==> src/rtl/game_sequencer.sv <==
// Round-level controller for the ping-pong game.
// Sequences serve countdown, play and point scoring, and drives the
// paddle/ball datapath controls. Every output is a register.
//
// Handshake note: there is no valid/ready traffic here. Inputs are
// single-cycle pulses (frame_tick, miss_left, miss_right) or a level
// (start_btn) sampled on each rising edge. Outputs paddle_recenter and
// ball_launch are single-cycle pulses aligned with the state they announce.
module game_sequencer #(
    parameter int SERVE_DELAY = 60,
    parameter int WIN_SCORE   = 7,
    parameter int SCORE_W     = 4
) (
    input  logic               clk,
    input  logic               rst_n,
    input  logic               frame_tick,
    input  logic               start_btn,
    input  logic               miss_left,
    input  logic               miss_right,
    output logic               paddle_recenter,
    output logic               paddle_en,
    output logic               ball_launch,
    output logic               serve_dir,
    output logic [SCORE_W-1:0] score1,
    output logic [SCORE_W-1:0] score2,
    output logic [1:0]         winner,
    output logic [2:0]         state
);

    localparam logic [7:0]         LP_DELAY = 8'(SERVE_DELAY);
    localparam logic [SCORE_W-1:0] LP_WIN   = SCORE_W'(WIN_SCORE);

    typedef enum logic [2:0] {
        ST_IDLE  = 3'd0,
        ST_SERVE = 3'd1,
        ST_PLAY  = 3'd2,
        ST_POINT = 3'd3,
        ST_OVER  = 3'd4
    } state_t;

    state_t             r_state;
    state_t             w_state_nxt;
    logic [7:0]         r_cnt;
    logic [7:0]         w_cnt_nxt;
    logic [SCORE_W-1:0] r_score1;
    logic [SCORE_W-1:0] w_score1_nxt;
    logic [SCORE_W-1:0] r_score2;
    logic [SCORE_W-1:0] w_score2_nxt;
    logic [1:0]         r_winner;
    logic [1:0]         w_winner_nxt;
    logic               r_serve_dir;
    logic               w_serve_dir_nxt;
    logic               r_recenter;
    logic               w_recenter_nxt;
    logic               r_launch;
    logic               w_launch_nxt;
    logic               r_paddle_en;
    logic               w_paddle_en_nxt;

    // Next-state and next-output decode; everything defaults to hold,
    // pulses default to low.
    always_comb begin
        w_state_nxt     = r_state;
        w_cnt_nxt       = r_cnt;
        w_score1_nxt    = r_score1;
        w_score2_nxt    = r_score2;
        w_winner_nxt    = r_winner;
        w_serve_dir_nxt = r_serve_dir;
        w_recenter_nxt  = 1'b0;
        w_launch_nxt    = 1'b0;

        case (r_state)
            ST_IDLE, ST_OVER: begin
                // A new game starts from a clean scoreboard and serves left.
                if (start_btn) begin
                    w_score1_nxt    = '0;
                    w_score2_nxt    = '0;
                    w_winner_nxt    = 2'b00;
                    w_serve_dir_nxt = 1'b0;
                    w_cnt_nxt       = LP_DELAY;
                    w_recenter_nxt  = 1'b1;
                    w_state_nxt     = ST_SERVE;
                end
            end
            ST_SERVE: begin
                // The tick that lands on the last count launches the ball.
                if (frame_tick) begin
                    if (r_cnt != 8'd0) begin
                        w_cnt_nxt = r_cnt - 8'd1;
                    end
                    if (r_cnt == 8'd1) begin
                        w_launch_nxt = 1'b1;
                        w_state_nxt  = ST_PLAY;
                    end
                end
            end
            ST_PLAY: begin
                // The player who missed concedes the point and receives
                // the next serve; a double miss is a let.
                if (miss_left && !miss_right) begin
                    if (r_score2 != LP_WIN) begin
                        w_score2_nxt = r_score2 + 1'b1;
                    end
                    w_serve_dir_nxt = 1'b0;
                end else if (miss_right && !miss_left) begin
                    if (r_score1 != LP_WIN) begin
                        w_score1_nxt = r_score1 + 1'b1;
                    end
                    w_serve_dir_nxt = 1'b1;
                end
                if (miss_left || miss_right) begin
                    w_state_nxt = ST_POINT;
                end
            end
            ST_POINT: begin
                // Scores are already updated here, so the win test is direct.
                if (r_score1 == LP_WIN) begin
                    w_winner_nxt = 2'b01;
                    w_state_nxt  = ST_OVER;
                end else if (r_score2 == LP_WIN) begin
                    w_winner_nxt = 2'b10;
                    w_state_nxt  = ST_OVER;
                end else begin
                    w_recenter_nxt = 1'b1;
                    w_cnt_nxt      = LP_DELAY;
                    w_state_nxt    = ST_SERVE;
                end
            end
            default: begin
                w_state_nxt = ST_IDLE;
            end
        endcase

        // Paddles move only while the ball is in play.
        w_paddle_en_nxt = (w_state_nxt == ST_PLAY);
    end

    // State and output registers with asynchronous active-low reset.
    always_ff @(posedge clk or negedge rst_n) begin
        if (!rst_n) begin
            r_state     <= ST_IDLE;
            r_cnt       <= 8'd0;
            r_score1    <= '0;
            r_score2    <= '0;
            r_winner    <= 2'b00;
            r_serve_dir <= 1'b0;
            r_recenter  <= 1'b0;
            r_launch    <= 1'b0;
            r_paddle_en <= 1'b0;
        end else begin
            r_state     <= w_state_nxt;
            r_cnt       <= w_cnt_nxt;
            r_score1    <= w_score1_nxt;
            r_score2    <= w_score2_nxt;
            r_winner    <= w_winner_nxt;
            r_serve_dir <= w_serve_dir_nxt;
            r_recenter  <= w_recenter_nxt;
            r_launch    <= w_launch_nxt;
            r_paddle_en <= w_paddle_en_nxt;
        end
    end

    assign paddle_recenter = r_recenter;
    assign paddle_en       = r_paddle_en;
    assign ball_launch     = r_launch;
    assign serve_dir       = r_serve_dir;
    assign score1          = r_score1;
    assign score2          = r_score2;
    assign winner          = r_winner;
    assign state           = r_state;

endmodule

==> config.mk <==
export PLATFORM = sky130hd
export DESIGN_NAME = game_sequencer
export DESIGN_NICKNAME = d
export VERILOG_FILES = /design/src/rtl/game_sequencer.sv
export SDC_FILE = /design/constraint.sdc
export NUM_CORES = 1
export LEC_CHECK = 0
export CAP_MARGIN = 20
export CORE_MARGIN = 2
export CORE_UTILIZATION = 25
export CTS_BUF_LIST = sky130_fd_sc_hd__clkbuf_4 sky130_fd_sc_hd__clkbuf_8
export DETAILED_ROUTE_END_ITERATION = 8
export SLEW_MARGIN = 20
export SYNTH_ARGS = -nofsm -noshare
export SYNTH_HDL_FRONTEND = slang
export SYNTH_SLANG_ARGS = --single-unit
==> constraint.sdc <==
create_clock -name clk -period 2.4 [get_ports clk]
set_input_delay 0.36 -clock clk [delete_from_list [all_inputs] [get_ports clk]]
set_output_delay 0.36 -clock clk [all_outputs]
set_load 0.01 [all_outputs]
==> results.toml <==
[status]
status = "completed"

[synth]
yosys_register_bits = 25
yosys.area_share.simple = 0.260
synth_top_area_cell = "dfrtp_1"
synth_edf_count = 0
ys_seq_area_frac = 0.456
synth_area_leaders = "dfrtp_1 46%, ha_1 6.4%, nand2_1 3.0%"
synth_compound_area_frac = 0.126
ys.flop_type = "dfrtp_1"
synth-async-reset-ratio = 1.00
synth.distinct_cells = 49
synth.most_common_cell = "dfrtp_1"
postSynthAreaPerCell_um2 = 10.2
syn_area_mm2 = 0.00137
synth_fa_ha_area_frac = 0.0638
netlist_instances = 135
synth_mux_area_frac = 0.0228
synthTopCellsByCount = "25 x dfrtp_1, 11 x nand2_1, 10 x inv_1"
ys_warn_count = 0
synth_top_area_share = 0.456
synthesis.nets = 148
synth_xor_area_frac = 0.0255
synth_top_family_by_area = "simple AND/OR/NAND/NOR gates"

[cells_and_area]
layout.cells.non_filler = 236
diodes = 0
nets = 180
regArea_um2 = 626
num-fill-cells = 553
finalInstanceArea_mm2 = 0.00177
final_core_util = 0.340
drive_gt1_frac = 0.181
multiInputGateArea_um2 = 683
area_growth_pct = 28.8

[floorplan]
rows = 26
die_h_um = 78.1
die_w_um = 78.1
core_region_area_mm2 = 0.00520
die-area_mm2 = 0.00610
boundaryPins = 23
start_util = 0.264

[detailed_routing]
drc = 0
viasPerCell = 4.47
drt_wl_total_um = 2720
drtIter0Drc = 48
antenna_left = 0
dr.pass1.iters = 4
vias = 1054
routedWlPerCell_um = 11.5

[placement]
dp.cells = 232
routabilityCongestion = 0.702
dpl_cell_area_mm2 = 0.00172
dp_hpwl_um = 2080
port_buffers = 22

[timing]
final-setup-viol-count = 0
holdWs_ns = 0.437
finalCritPeriodShare = 0.862
report.final.hold_viol_count = 0
relSlewSlack = 0.765
rsz0062_at_grt = "false"
worst_pin_slew_ns = 0.349
fin_skew_ns = 0.00622
period_minus_slack_ns = 2.07
fmax_mhz = 484
tns_ns = 0
slew_violations = 0

[setup_path]
crit_fanout = 4
ff2ff_setup_slack_ns = 0.33
criticalPathCategory = "flop to flop"
arrival_ns = 2.23
start_kind = "flop"
end_kind = "flop"
crit_required_ns = 2.56

[cts]
post_cts_buffers = 0
numCtsBuffers = 3
cts_hold_buffers = 0
cts_sinks = 25
cts_tree = "yes"
cts_resized = 0
clk_pin_slew_ns = 0.09
worstSkewPairLatency_ns = 0.27
cts_buffer_depth = 2
htree_levels = 1
root_buffer = "clkbuf_8"

[global_route]
antenna_found_initial = 0
grt_max_degree = 26
grt_pass1_vias = 985
track_usage = 0.0967
overflow = 0
grt_pass1_wl_um = 4710

[worst_hold_path]
hold_class = "input pin to async pin"

[power_and_ir_drop]
vdd_drop_max_mv = 0.298
powerDensity_mw_per_mm2 = 648
leakagePower_nw = 0.774

[run]
drv_cap = 0
[critical path, cell delays in order, from the launching register on]
cell,delay (ns)
dfrtp_1,0.42
or4_1,0.55
or4_4,0.55
nand3_2,0.12
mux2_1,0.32
[through the flow]
stage	worst slack (ns)	power (mW)
after floorplan	0.311	0.789
after global placement	0.191	0.898
after detailed placement	0.182	0.905
after CTS	0.327	1.17
after global routing	0.274	1.24
final	0.332	1.14
[path summary, 6_finish.rpt]
kind / start / to / depth (start not counted)
worst max-delay path: r_cnt[4]$_DFFE_PN0P_ / r_cnt[0]$_DFFE_PN0P_ / 4
worst min-delay path: rst_n / score1[1]$_DFFE_PN0P_ / 2
worst max register to register: r_cnt[4]$_DFFE_PN0P_ / r_cnt[0]$_DFFE_PN0P_ / 4
worst min register to register: r_cnt[1]$_DFFE_PN0P_ / r_cnt[1]$_DFFE_PN0P_ / 2
max in group asynchronous: rst_n / state[2]$_DFF_PN0_ / 2
min in group clk: r_cnt[1]$_DFFE_PN0P_ / r_cnt[1]$_DFFE_PN0P_ / 2
[where the power goes]
group	switching (mW)	internal, mW
combinational	0.184	0.167
clock	0.137	0.116
sequential	0.0574	0.483
total	0.379	0.766
[cell usage in the layout, fill, tap and decap left out, types with 3 or more instances in the layout]
master	count
inv_1	10
buf_4	9
clkbuf_8	3
nor2_1	9
nand3b_1	3
nand3_1	7
clkdlybuf4s50_1	22
a21oi_1	4
or4_1	3
xor2_1	3
o21ai_0	5
ha_1	7
nand2_1	11
dfrtp_1	25
[per-layer routing]
layer	up-vias	track usage	wire length, um
met5	-	0	0
met4	0	0.0263	27
met3	2	0.0264	117
met2	19	0.136	1130
met1	492	0.144	1450
li1	541	-	-
[area by class of cell]
class / instances / share of cell area
tap: 70 / 0.0495
sequential: 25 / 0.354
clock inverter: 1 / 0.00283
multi-input combinational: 96 / 0.386
clock buffer: 3 / 0.0234
timing repair buffer: 31 / 0.163
inverter: 10 / 0.0212
[kinds of logic after synthesis]
family / after synthesis
AOI/OAI and AO/OA: 25
xor gates and xnor gates: 4
and+or+nand+nor: 57
muxes: 3
adders and majority gates: 7
buffers and inverters: 14
DFF: 25
[flip-flops by register name (all words and copies together), names as in the netlist, 2 cells and up]
name and flops:
r_cnt 8, score1 4, score2 4, state 3
winner 2
(Power assumes the default switching activity.)
